$ cat src/rtl/ov5640_pwr_seq_ctrl.sv
// OV5640 power-up / reset / configure / vsync-lock sequencer with bounded retries.
// Define OV5640_SEQ_WDT_EN to add a vsync watchdog in RUN; otherwise RUN is terminal.
module ov5640_pwr_seq_ctrl #(
    parameter int unsigned T_PWDN      = 250000,
    parameter int unsigned T_RST       = 25000,
    parameter int unsigned T_BOOT      = 500000,
    parameter int unsigned T_CFG_TO    = 25000000,
    parameter int unsigned LOCK_FRAMES = 4,
    parameter int unsigned T_VS_TO     = 5000000,
    parameter int unsigned MAX_RETRY   = 3
) (
    input  logic       clk_25m,
    input  logic       rst_n,
    input  logic       sw_restart,
    input  logic       cfg_done,
    input  logic       cmos_vsync_i,
    output logic       cam_pwdn,
    output logic       cam_rst_n,
    output logic       cfg_rst_n,
    output logic       stream_en,
    output logic       locked,
    output logic       fault,
    output logic [3:0] retry_cnt,
    output logic [2:0] state_o
);

    typedef enum logic [2:0] {
        StPwdn  = 3'd0,
        StRst   = 3'd1,
        StBoot  = 3'd2,
        StCfg   = 3'd3,
        StLock  = 3'd4,
        StRun   = 3'd5,
        StFault = 3'd6
    } state_e;

    localparam logic [24:0] PwdnLast = 25'(T_PWDN - 1);
    localparam logic [24:0] RstLast  = 25'(T_RST - 1);
    localparam logic [24:0] BootLast = 25'(T_BOOT - 1);
    localparam logic [24:0] CfgLast  = 25'(T_CFG_TO - 1);
    localparam logic [24:0] VsLast   = 25'(T_VS_TO - 1);
    localparam logic [3:0]  LockLast = 4'(LOCK_FRAMES - 1);
    localparam logic [3:0]  MaxRetry = 4'(MAX_RETRY);

    state_e      state_q, state_d;
    logic [24:0] cnt_q, cnt_d;
    logic [3:0]  edge_q, edge_d;
    logic [3:0]  retry_q, retry_d;
    logic        fail;

    logic vs_meta, vs_sync, vs_dly, vs_rise;

    // vs_rise is registered three edges after the asynchronous input rises.
    always_ff @(posedge clk_25m or negedge rst_n) begin
        if (!rst_n) begin
            vs_meta <= 1'b0;
            vs_sync <= 1'b0;
            vs_dly  <= 1'b0;
            vs_rise <= 1'b0;
        end else begin
            vs_meta <= cmos_vsync_i;
            vs_sync <= vs_meta;
            vs_dly  <= vs_sync;
            vs_rise <= vs_sync & ~vs_dly;
        end
    end

    // {cam_pwdn, cam_rst_n, cfg_rst_n, stream_en, locked, fault}
    function automatic logic [5:0] decode(state_e s);
        unique case (s)
            StPwdn:  return 6'b100000;
            StRst:   return 6'b000000;
            StBoot:  return 6'b010000;
            StCfg:   return 6'b011000;
            StLock:  return 6'b011100;
            StRun:   return 6'b011110;
            StFault: return 6'b100001;
            default: return 6'b100000;
        endcase
    endfunction

    always_comb begin
        state_d = state_q;
        cnt_d   = cnt_q + 25'd1;
        edge_d  = edge_q;
        retry_d = retry_q;
        fail    = 1'b0;

        unique case (state_q)
            StPwdn: if (cnt_q == PwdnLast) state_d = StRst;
            StRst:  if (cnt_q == RstLast)  state_d = StBoot;
            StBoot: if (cnt_q == BootLast) state_d = StCfg;
            StCfg: begin
                if (cfg_done) begin
                    state_d = StLock;
                end else if (cnt_q == CfgLast) begin
                    fail = 1'b1;
                end
            end
            StLock: begin
                if (vs_rise) begin
                    cnt_d = '0;
                    if (edge_q == LockLast) begin
                        state_d = StRun;
                    end else begin
                        edge_d = edge_q + 4'd1;
                    end
                end else if (cnt_q == VsLast) begin
                    fail = 1'b1;
                end
            end
            StRun: begin
`ifdef OV5640_SEQ_WDT_EN
                if (vs_rise) begin
                    cnt_d = '0;
                end else if (cnt_q == VsLast) begin
                    fail = 1'b1;
                end
`else
                cnt_d = cnt_q;
`endif
            end
            StFault: cnt_d = cnt_q;
            default: state_d = StPwdn;
        endcase

        if (fail) begin
            if (retry_q == MaxRetry) begin
                state_d = StFault;
            end else begin
                retry_d = retry_q + 4'd1;
                state_d = StPwdn;
            end
        end

        if (state_d == StRun && state_q != StRun) begin
            retry_d = '0;
        end

        if (state_d != state_q) begin
            cnt_d  = '0;
            edge_d = '0;
        end

        // Restart overrides any failure or advance decided above.
        if (sw_restart) begin
            state_d = StPwdn;
            retry_d = '0;
            cnt_d   = '0;
            edge_d  = '0;
        end
    end

    always_ff @(posedge clk_25m or negedge rst_n) begin
        if (!rst_n) begin
            state_q <= StPwdn;
            cnt_q   <= '0;
            edge_q  <= '0;
            retry_q <= '0;
            {cam_pwdn, cam_rst_n, cfg_rst_n, stream_en, locked, fault} <= 6'b100000;
        end else begin
            state_q <= state_d;
            cnt_q   <= cnt_d;
            edge_q  <= edge_d;
            retry_q <= retry_d;
            {cam_pwdn, cam_rst_n, cfg_rst_n, stream_en, locked, fault} <= decode(state_d);
        end
    end

    assign retry_cnt = retry_q;
    assign state_o   = state_q;

endmodule
$ cat config.mk
export PLATFORM = sky130hd
export DESIGN_NAME = ov5640_pwr_seq_ctrl
export DESIGN_NICKNAME = d
export VERILOG_FILES = /design/src/rtl/ov5640_pwr_seq_ctrl.sv
export SDC_FILE = /design/constraint.sdc
export NUM_CORES = 1
export LEC_CHECK = 0
export ABC_AREA = 1
export BUFFER_PORTS_ARGS = -buffer_cell sky130_fd_sc_hd__buf_4
export CORE_AREA = 4 4 88 73
export DETAILED_ROUTE_END_ITERATION = 8
export DIE_AREA = 0 0 92 77
export PLACE_DENSITY = 0.75
export SLEW_MARGIN = 5
export SYNTH_ARGS = -nofsm -noshare
export SYNTH_HDL_FRONTEND = slang
export SYNTH_SLANG_ARGS = --single-unit
$ cat constraint.sdc
create_clock -name clk_25m -period 4 [get_ports clk_25m]
set_input_delay 0.6 -clock clk_25m [delete_from_list [all_inputs] [get_ports clk_25m]]
set_output_delay 0.6 -clock clk_25m [all_outputs]
set_load 0.05 [all_outputs]
==> results of run 1 <==
-- logic make-up after synthesis --
kind of cell / after synthesis
AO/OA/AOI/OAI: 33
XOR/XNOR: 6
adder cells (fa/ha/maj): 3
buffers and inverters: 66
flip-flops: 46
multiplexers: 1
AND/OR/NAND/NOR: 266
-- path summary, 6_finish.rpt --
check | start | end | cells past startpoint
worst max-delay path | state_o[0] | edge_q[3] | 8
min in group clk_25m | vs_meta | vs_sync | 0
worst min register to register | vs_meta | vs_sync | 0
worst max register to register | state_o[0] | edge_q[3] | 8
worst min-delay path | rst_n | cfg_rst_n | 1
max in group asynchronous | rst_n | retry_cnt[3] | 1
-- final cells by class --
cell class                 instances  area share [%]
multi-input combinational        309            47.7
tap                               78            2.97
clock inverter                     3            1.37
sequential                        46            35.1
inverter                          58            6.64
timing repair buffer              18            4.12
clock buffer                       5            2.10
-- placed cells by master (no fill, tap or decap), types with 2 or more instances in the layout --
| cell | count |
|---|---|
| a21oi_1 | 9 |
| buf_4 | 18 |
| clkbuf_8 | 5 |
| clkinv_1 | 2 |
| clkinvlp_4 | 2 |
| dfrtp_1 | 45 |
| ha_1 | 3 |
| inv_1 | 53 |
| inv_2 | 3 |
| nand2_1 | 90 |
| nand2_2 | 7 |
| nand3_1 | 35 |
| nand3b_1 | 2 |
| nand4_1 | 13 |
| nor2_1 | 84 |
| nor2_4 | 14 |
| nor3_1 | 12 |
| o211ai_1 | 2 |
| o21ai_0 | 16 |
| or2_2 | 2 |
| xnor2_1 | 2 |
| xor2_1 | 4 |
-- power by group --
| group | internal [mW] | switching (mW) |
|---|---|---|
| registers | 0.469 | 0.00383 |
| clock network | 0.186 | 0.161 |
| logic | 0.0103 | 0.0264 |
-- per-layer routing --
layer | up-vias | global-route usage (%) | part of all wire (%)
met5 | - | 0 | 0
met4 | 0 | 3.71 | 1.1
met3 | 9 | 4.11 | 7.2
met2 | 102 | 29.1 | 42
met1 | 1247 | 31.9 | 50
li1 | 1372 | - | -
-- sequential cells by signal, indices dropped and copies added, names as in the netlist, 3 cells and up --
name       cells
cnt_q         25
edge_q         4
retry_cnt      4
state_o        3
==> impl_metrics.yaml, run 1 <==
sta:
  fin_setup_tns_ns: 0
  worst_pin_slew_ns: 0.584
  fin_crit_ns: 2.54
  drv_slew: 0
  rsz0062_at_grt: "false"
  setup_slack_ns: 1.46
  setup_viol: 0
  finalCritPeriodShare_pct: 63.5
  maxSlewHeadroom_pct: 60.8
  max_clock_freq_mhz: 394
  whs_ns: 0.281
  hold_violations: 0
  skew_ns: 0.00857
critical_path:
  path_common_cell: "nor2_1"
  crit_chain: "nor2_1 > nand2_2 > nor2_4 > clkinv_1 > nor2_1 > nand4_1 > xor2_1 > nor2_1"
  cp-end-kind: "flip-flop"
  critPathKind: "flip-flop to flip-flop"
  worstPathMaxFanout: 19
  cpMaxStageDelayCell: "clkinv_1"
  reg2reg_setup_slack_ns: 1.46
  start_kind: "flip-flop"
  worstPathArrival_ns: 2.72
  worst_ep_required_time_ns: 4.18
  crit_buf_inv: 1
  crit_family: "simple AND/OR/NAND/NOR gates"
  max_stage_delay_ns: 0.50
synthesis:
  yosysMostFrequentCell: "nand2_1"
  syn_area_per_cell_um2: 7.11
  synth_area_leaders: "dfrtp_1 (38%), nand2_1 (11%), nor2_1 (11%)"
  async_reset_ff_share_pct: 100
  netlist.area_leader.share_pct: 37.6
  synth_edf_count: 0
  netlist_area_um2: 2990
  synth_compound_area_share_pct: 6.19
  synth_top_family_by_area: "simple AND/OR/NAND/NOR gates"
  synth_ff_type: "dfrtp_1"
  syn-num-nets: 429
  synth-simple-area-share_pct: 42.7
  ys_types: 38
  synth_xor_area_share_pct: 1.76
  ys_seq_elements: 46
  syn_inst: 421
  synth_adder_area_share_pct: 1.25
  synth_mux_area_share_pct: 0.335
  yosys_warnings: 0
  synth_common_cells: "nand2_1 (90), nor2_1 (84), inv_1 (53), dfrtp_1 (45), nand3_1 (35)"
  synth_seq_area_share_pct: 38.5
  yosys.area.top_type: "dfrtp_1"
die:
  rows: 24
  die_h_um: 77
  top_level_ports: 18
  core_region_area_um2: 5470
  fp.dieW_um: 92
  start_util_pct: 54.7
  dieArea_um2: 7080
final_layout:
  post-route-util_pct: 60.0
  multi_input_area_um2: 1560
  nets: 446
  nFillCells: 521
  fin_area_um2: 3280
  area_growth_pct: 9.66
  stdcell_count: 517
  seqCellArea_um2: 1150
  diodes: 0
  drive_above_1_share_pct: 13.2
clock_tree:
  numCtsBuffers: 5
  cts_tree: "built"
  cts_hold_buf: 0
  clock_latency_ns: 0.30
  cts_root_buf: "clkbuf_8"
  numClockSinks: 46
  ctsResizeCount: 0
  cts_setup_buffers: 0
  htree_levels: 2
  clk_pin_slew_ns: 0.09
  clock_path_buffers: 2
detailed_routing:
  drt_wl_total_um: 6850
  final_antenna_net_count: 0
  routedWlPerCell_um: 13.2
  drcViolationCount: 0
  viasPerCell: 5.28
  vias: 2730
  drt-pass1-iter-count: 6
  drt_iter0_markers: 210
power_and_ir_drop:
  power.total_uw: 856
  ir_drop_mv: 0.200
  power.leakage_nw: 1.51
  pwr_density_cell_nw_per_um2: 261
place:
  pre_cts_slack_ns: 1.45
  io_buffers: 17
  dpl.cell_count: 509
  place_area_um2: 3170
  hpwl_um: 5330
  gp_congestion: 1.01
grt:
  grt_pass1_wl_um: 11600
  first_global_vias: 2437
  antenna_found_initial: 0
  gr-total-overflow: 0
  grt_start_max_net_pins: 47
  grt_usage_pct: 20.4
run:
  cap_violations: 0
hold_path:
  holdCritPathClass: "primary input to async pin"
run_status:
  status: "complete, no violations"
(Power assumes the default switching activity.)
==> run 2, diff against run 1 <==
Settings changed: ABC_AREA 1 to 0, CORE_AREA 4 4 88 73 to 4 4 85 71, DIE_AREA 0 0 92 77 to 0 0 89 75, PLACE_DENSITY 0.75 to 0.78.
Clock period 4 ns to 2.3 ns, I/O delays scaled along.
==> run 2 against run 1 <==
  * Wire length up 12%
  * Fmax grew 4.9%
  * Non-clock buffer count up 57
  * Synthesized cell count fell by 31%
  * Total power is 70% higher
  * Combinational power increased by 120%
  * Setup slack got worse by 1.6 ns
  * The flow now finishes with violations (negative setup slack)
==> impl_metrics.yaml, run 2 <==
run_status:
  status: "finished with violations"
  violations: "negative setup slack"
clock_tree:
  numCtsBuffers: 5
  cts_tree: "built"
  numClockSinks: 46
  cts_hold_buf: 0
  cts_root_buf: "clkbuf_8"
  clock_latency_ns: 0.30
  clock_path_buffers: 2
  clk_pin_slew_ns: 0.09
  htree_levels: 2
sta:
  fin_crit_ns: 2.42
  fin_setup_tns_ns: -2.08
  setup_viol: 22
  setup_slack_ns: -0.122
  max_clock_freq_mhz: 413
  finalCritPeriodShare_pct: 105
  rsz0062_at_grt: "true"
  drv_slew: 0
  maxSlewHeadroom_pct: 60.3
  whs_ns: 0.0304
  skew_ns: 0.0114
  worst_pin_slew_ns: 0.596
  hold_violations: 0
critical_path:
  worst_ep_required_time_ns: 2.48
  start_kind: "flip-flop"
  cp-end-kind: "flip-flop"
  critPathKind: "flip-flop to flip-flop"
  worstPathArrival_ns: 2.61
  reg2reg_setup_slack_ns: -0.12
  worstPathMaxFanout: 10
place:
  place_area_um2: 3310
  gp_congestion: 0.935
  dpl.cell_count: 404
  hpwl_um: 5050
  pre_cts_slack_ns: -0.128
  io_buffers: 17
final_layout:
  final_common_cell: "buf_4"
  mostFrequentLayoutCells: "buf_4 (68), dfrtp_1 (39), nand2_1 (29)"
  post-route-util_pct: 69.8
  largest_register_ff_count: 25
  stdcell_count: 422
  drive_above_1_share_pct: 37.0
  area_growth_pct: 32.3
  nets: 364
  largest_register: "cnt_q"
  diodes: 0
  fin_area_um2: 3670
detailed_routing:
  vias: 2584
  routedWlPerCell_um: 18.2
  drt_wl_total_um: 7680
  drcViolationCount: 0
  drt-pass1-iter-count: 5
  final_antenna_net_count: 0
  viasPerCell: 6.12
  drt_iter0_markers: 187
synthesis:
  synth_adder_area_share_pct: 1.35
  yosysMostFrequentCell: "dfrtp_1"
  synth-simple-area-share_pct: 35.2
  synth_edf_count: 0
  syn_inst: 289
  synth_top_family_by_area: "simple AND/OR/NAND/NOR gates"
  ys_seq_elements: 46
  ys_types: 50
  synth_area_leaders: "dfrtp_1 (41%), xor2_1 (5.4%), nor3_2 (5.1%)"
  netlist_area_um2: 2770
  syn-num-nets: 297
  synth_ff_type: "dfrtp_1"
  yosys_warnings: 0
  async_reset_ff_share_pct: 100
  synth_compound_area_share_pct: 8.57
  syn_area_per_cell_um2: 9.59
  synth_xor_area_share_pct: 8.84
  yosys.area.top_type: "dfrtp_1"
  synth_seq_area_share_pct: 41.6
  synth_mux_area_share_pct: 1.08
  synth_common_cells: "dfrtp_1 (45), nand2_1 (30), nor2_1 (26), xor2_1 (17), nand3_1 (16)"
  netlist.area_leader.share_pct: 40.6
grt:
  antenna_found_initial: 0
  gr-total-overflow: 0
  grt_start_max_net_pins: 47
  grt_usage_pct: 23.2
  first_global_vias: 2500
  grt_pass1_wl_um: 12000
die:
  dieArea_um2: 6680
  core_region_area_um2: 5260
  rows: 24
  die_h_um: 75
  fp.dieW_um: 89
  start_util_pct: 52.8
  top_level_ports: 18
power_and_ir_drop:
  ir_drop_mv: 0.339
  power.leakage_nw: 1.64
  power.total_mw: 1.46
  pwr_density_cell_nw_per_um2: 397
run:
  cap_violations: 0
hold_path:
  holdCritPathClass: "primary input to async pin"
-- run 2: cell type report --
| cell class | instances | area, µm² |
|---|---|---|
| multi-input combinational | 226 | 1680 |
| inverter | 2 | 7.51 |
| clock inverter | 1 | 8.76 |
| fill | 383 | 1590 |
| sequential | 46 | 1160 |
| timing repair buffer | 75 | 638 |
| clock buffer | 7 | 96.3 |
| tap | 65 | 81.3 |
-- run 2: cells by family (layout without fill, tap and decap cells) --
group,count (synthesis),in the layout
AND/OR/NAND/NOR,161,161
flip-flops,46,46
AO/OA/AOI/OAI,31,31
XOR/XNOR,28,28
buffers and inverters,17,85
multiplexers,3,3
adder cells (fa/ha/maj),3,3
-- run 2: routing by layer --
| metal | wire length, µm | share of wire, % | GRT usage, % |
|---|---|---|---|
| met3 | 472 | 6.1 | 4.49 |
| met1 | 3320 | 43 | 32.0 |
| met5 | 0 | 0 | 0 |
| met4 | 177 | 2.3 | 8.60 |
| met2 | 3720 | 48 | 36.6 |
-- run 2: final timing paths --
kind | start | endpoint | depth (start not counted)
max | state_o[2] | cnt_q[7] | 10
min | rst_n | cnt_q[10] | 1
max reg2reg | state_o[2] | cnt_q[7] | 10
min reg2reg | vs_meta | vs_sync | 0
max in group asynchronous | rst_n | state_o[0] | 1
min in group clk_25m | cmos_vsync_i | vs_meta | 1
-- run 2: timing repair --
| action | 4_1_cts | 5_1_grt |
|---|---|---|
| resized for setup | 15 | 16 |
| pin swaps | 1 | 1 |
| setup endpoints to repair | 29 | 29 |
| gates cloned | 0 | 2 |
| buffers inserted | 5 | 3 |
-- run 2: worst max-delay path: stages (launching register included) --
cell	delay (ns)
dfrtp_2	0.43
buf_4	0.16
nor3b_4	0.31
nand3_1	0.17
o32a_1	0.27
buf_6	0.16
o31ai_4	0.31
a21oi_2	0.13
nand2_4	0.13
buf_12	0.16
nor3_1	0.06
-- run 2: power by group --
group / internal, mW / leakage, nW / switching, mW
Combinational: 0.0316 / 0.967 / 0.0502
Sequential: 0.816 / 0.619 / 0.00593
Clock: 0.276 / 0.0544 / 0.277
Total: 1.12 / 1.64 / 0.334
==> run 3, diff against run 2 <==
Settings changed: CORE_AREA 4 4 85 71 to 4 4 105 87, DIE_AREA 0 0 89 75 to 0 0 109 91, PLACE_DENSITY 0.78 to 0.55.
==> run 3 against run 2 <==
  * The flow still finishes with violations (negative setup slack)
  * Global-route usage decreased by 7.9 points
  * Clock skew increased by 0.0025 ns
  * Critical path depth is 1 lower
  * Wire length is 5.2% lower
  * Sequential power barely moved
  * Highest routed layer unchanged
  * Total power decreased by 4.0%
==> impl_metrics.yaml, run 3 (synthesis gave the netlist of run 2 again) <==
die:
  dieArea_um2: 9920
  start_util_pct: 34.9
  die_h_um: 91
  top_level_ports: 18
  fp.dieW_um: 109
  rows: 29
  core_region_area_um2: 7950
sta:
  hold_violations: 0
  drv_slew: 0
  fin_crit_ns: 2.38
  worst_pin_slew_ns: 0.583
  setup_viol: 26
  skew_ns: 0.0139
  whs_ns: 0.0374
  max_clock_freq_mhz: 419
  rsz0062_at_grt: "true"
  setup_slack_ns: -0.0838
  maxSlewHeadroom_pct: 61.1
  finalCritPeriodShare_pct: 104
detailed_routing:
  viasPerCell: 5.10
  drt-pass1-iter-count: 5
  drcViolationCount: 0
  vias: 2397
  routedWlPerCell_um: 15.5
  drt_wl_total_um: 7290
  drt_iter0_markers: 139
  final_antenna_net_count: 0
place:
  dpl.cell_count: 451
  gp_congestion: 0.834
  io_buffers: 17
  hpwl_um: 5230
  place_area_um2: 3400
  pre_cts_slack_ns: -0.158
clock_tree:
  clock_latency_ns: 0.30
  cts_root_buf: "clkbuf_8"
  cts_tree: "built"
  clock_path_buffers: 2
  numCtsBuffers: 5
  clk_pin_slew_ns: 0.09
  cts_hold_buf: 0
  numClockSinks: 46
  htree_levels: 2
power_and_ir_drop:
  p_sw_share_pct: 23.6
  pwr_density_cell_nw_per_um2: 377
  p_seq_share_pct: 58.8
  p_clk_share_pct: 35.1
  ir_drop_mv: 0.238
  switchingPower_uw: 330
  power.leakage_nw: 1.63
  internal-power_mw: 1.07
  combinationalPowerShare_pct: 6.1
final_layout:
  area_growth_pct: 33.8
  mostFrequentLayoutCells: "buf_4 (73), dfrtp_1 (37), nand2_1 (29)"
  drive_above_1_share_pct: 36.7
  largest_register: "cnt_q"
  diodes: 0
  final_common_cell: "buf_4"
  largest_register_ff_count: 25
  stdcell_count: 470
  post-route-util_pct: 46.7
  fin_area_um2: 3710
  nets: 369
  nFillCells: 768
critical_path:
  worstPathArrival_ns: 2.57
  crit_chain: "nor4bb_2 > buf_4 > nand4_1 > a211oi_2 > a211oi_4 > or3_2 > o311ai_4 > buf_12 > nor3b_1"
  crit_buf_inv: 2
  crit_family: "simple AND/OR/NAND/NOR gates"
  crit_start: "cnt_q[7]"
  cpMaxStageDelayCell: "dfrtp_2"
  worstPathMaxFanout: 13
  max_stage_delay_ns: 0.45
  worst_ep_required_time_ns: 2.49
  start_kind: "flip-flop"
  cp-end-kind: "flip-flop"
  timing.rr.start: "cnt_q[7]"
  critPathKind: "flip-flop to flip-flop"
grt:
  first_global_vias: 2359
  grt_pass1_wl_um: 12200
  antenna_found_initial: 0
  gr-total-overflow: 0
  grt_start_max_net_pins: 47
  grt_usage_pct: 15.3
hold_path:
  holdCritPathClass: "primary input to async pin"
run:
  cap_violations: 0
run_status:
  violations: "negative setup slack"
  status: "finished with violations"
==> run 3: timing repair <==
item / in CTS / in global routing
resized for setup: 8 / 19
buffers inserted: 5 / 4
setup endpoints to repair: 29 / 29
gates cloned: 0 / 2
pin swaps: 3 / 5
==> run 3: metrics by stage <==
stage / TNS, ns / total power [mW]
2_1_floorplan: -1.34 / 0.863
3_3_place_gp: -1.61 / 0.909
3_5_place_dp: -2.75 / 0.909
4_1_cts: -0.789 / 1.41
5_1_grt: -4.28 / 1.47
6_report: -1.77 / 1.40
==> run 3: final timing paths <==
kind | end | slack (ns) | cells past startpoint
min reg2reg | vs_sync | 0.36 | 0
min | cnt_q[8] | 0.04 | 1
min in group clk_25m | vs_meta | 0.15 | 1
max | edge_q[1] | -0.08 | 9
max reg2reg | edge_q[1] | -0.08 | 9
max in group asynchronous | state_o[2] | 1.82 | 1
==> run 3: layer usage <==
layer  global-route usage (%)  vias up  part of all wire, %
li1                         -     1189                    -
met1                     24.9     1151                   53
met2                     20.9       55                   42
met3                     2.84        2                  5.2
met4                     2.73        0                 0.15
met5                        0        -                    0
==> run 3: cell type report <==
type / count / area [µm²] / share of cell area [%]
clock buffer: 7 / 76.3 / 2.06
clock inverter: 1 / 7.51 / 0.202
inverter: 2 / 7.51 / 0.202
multi-input combinational: 226 / 1650 / 44.4
sequential: 46 / 1160 / 31.3
tap: 108 / 135 / 3.64
timing repair buffer: 80 / 676 / 18.2
==> run 3: power groups by stage <==
stage	Sequential, mW	Clock [mW]	Combinational, mW
final	0.822	0.491	0.0856
after global routing	0.823	0.551	0.0974
after CTS	0.822	0.509	0.0765
after detailed placement	0.837	0	0.0725
after global placement	0.837	0	0.0726
after floorplan	0.837	0	0.0263
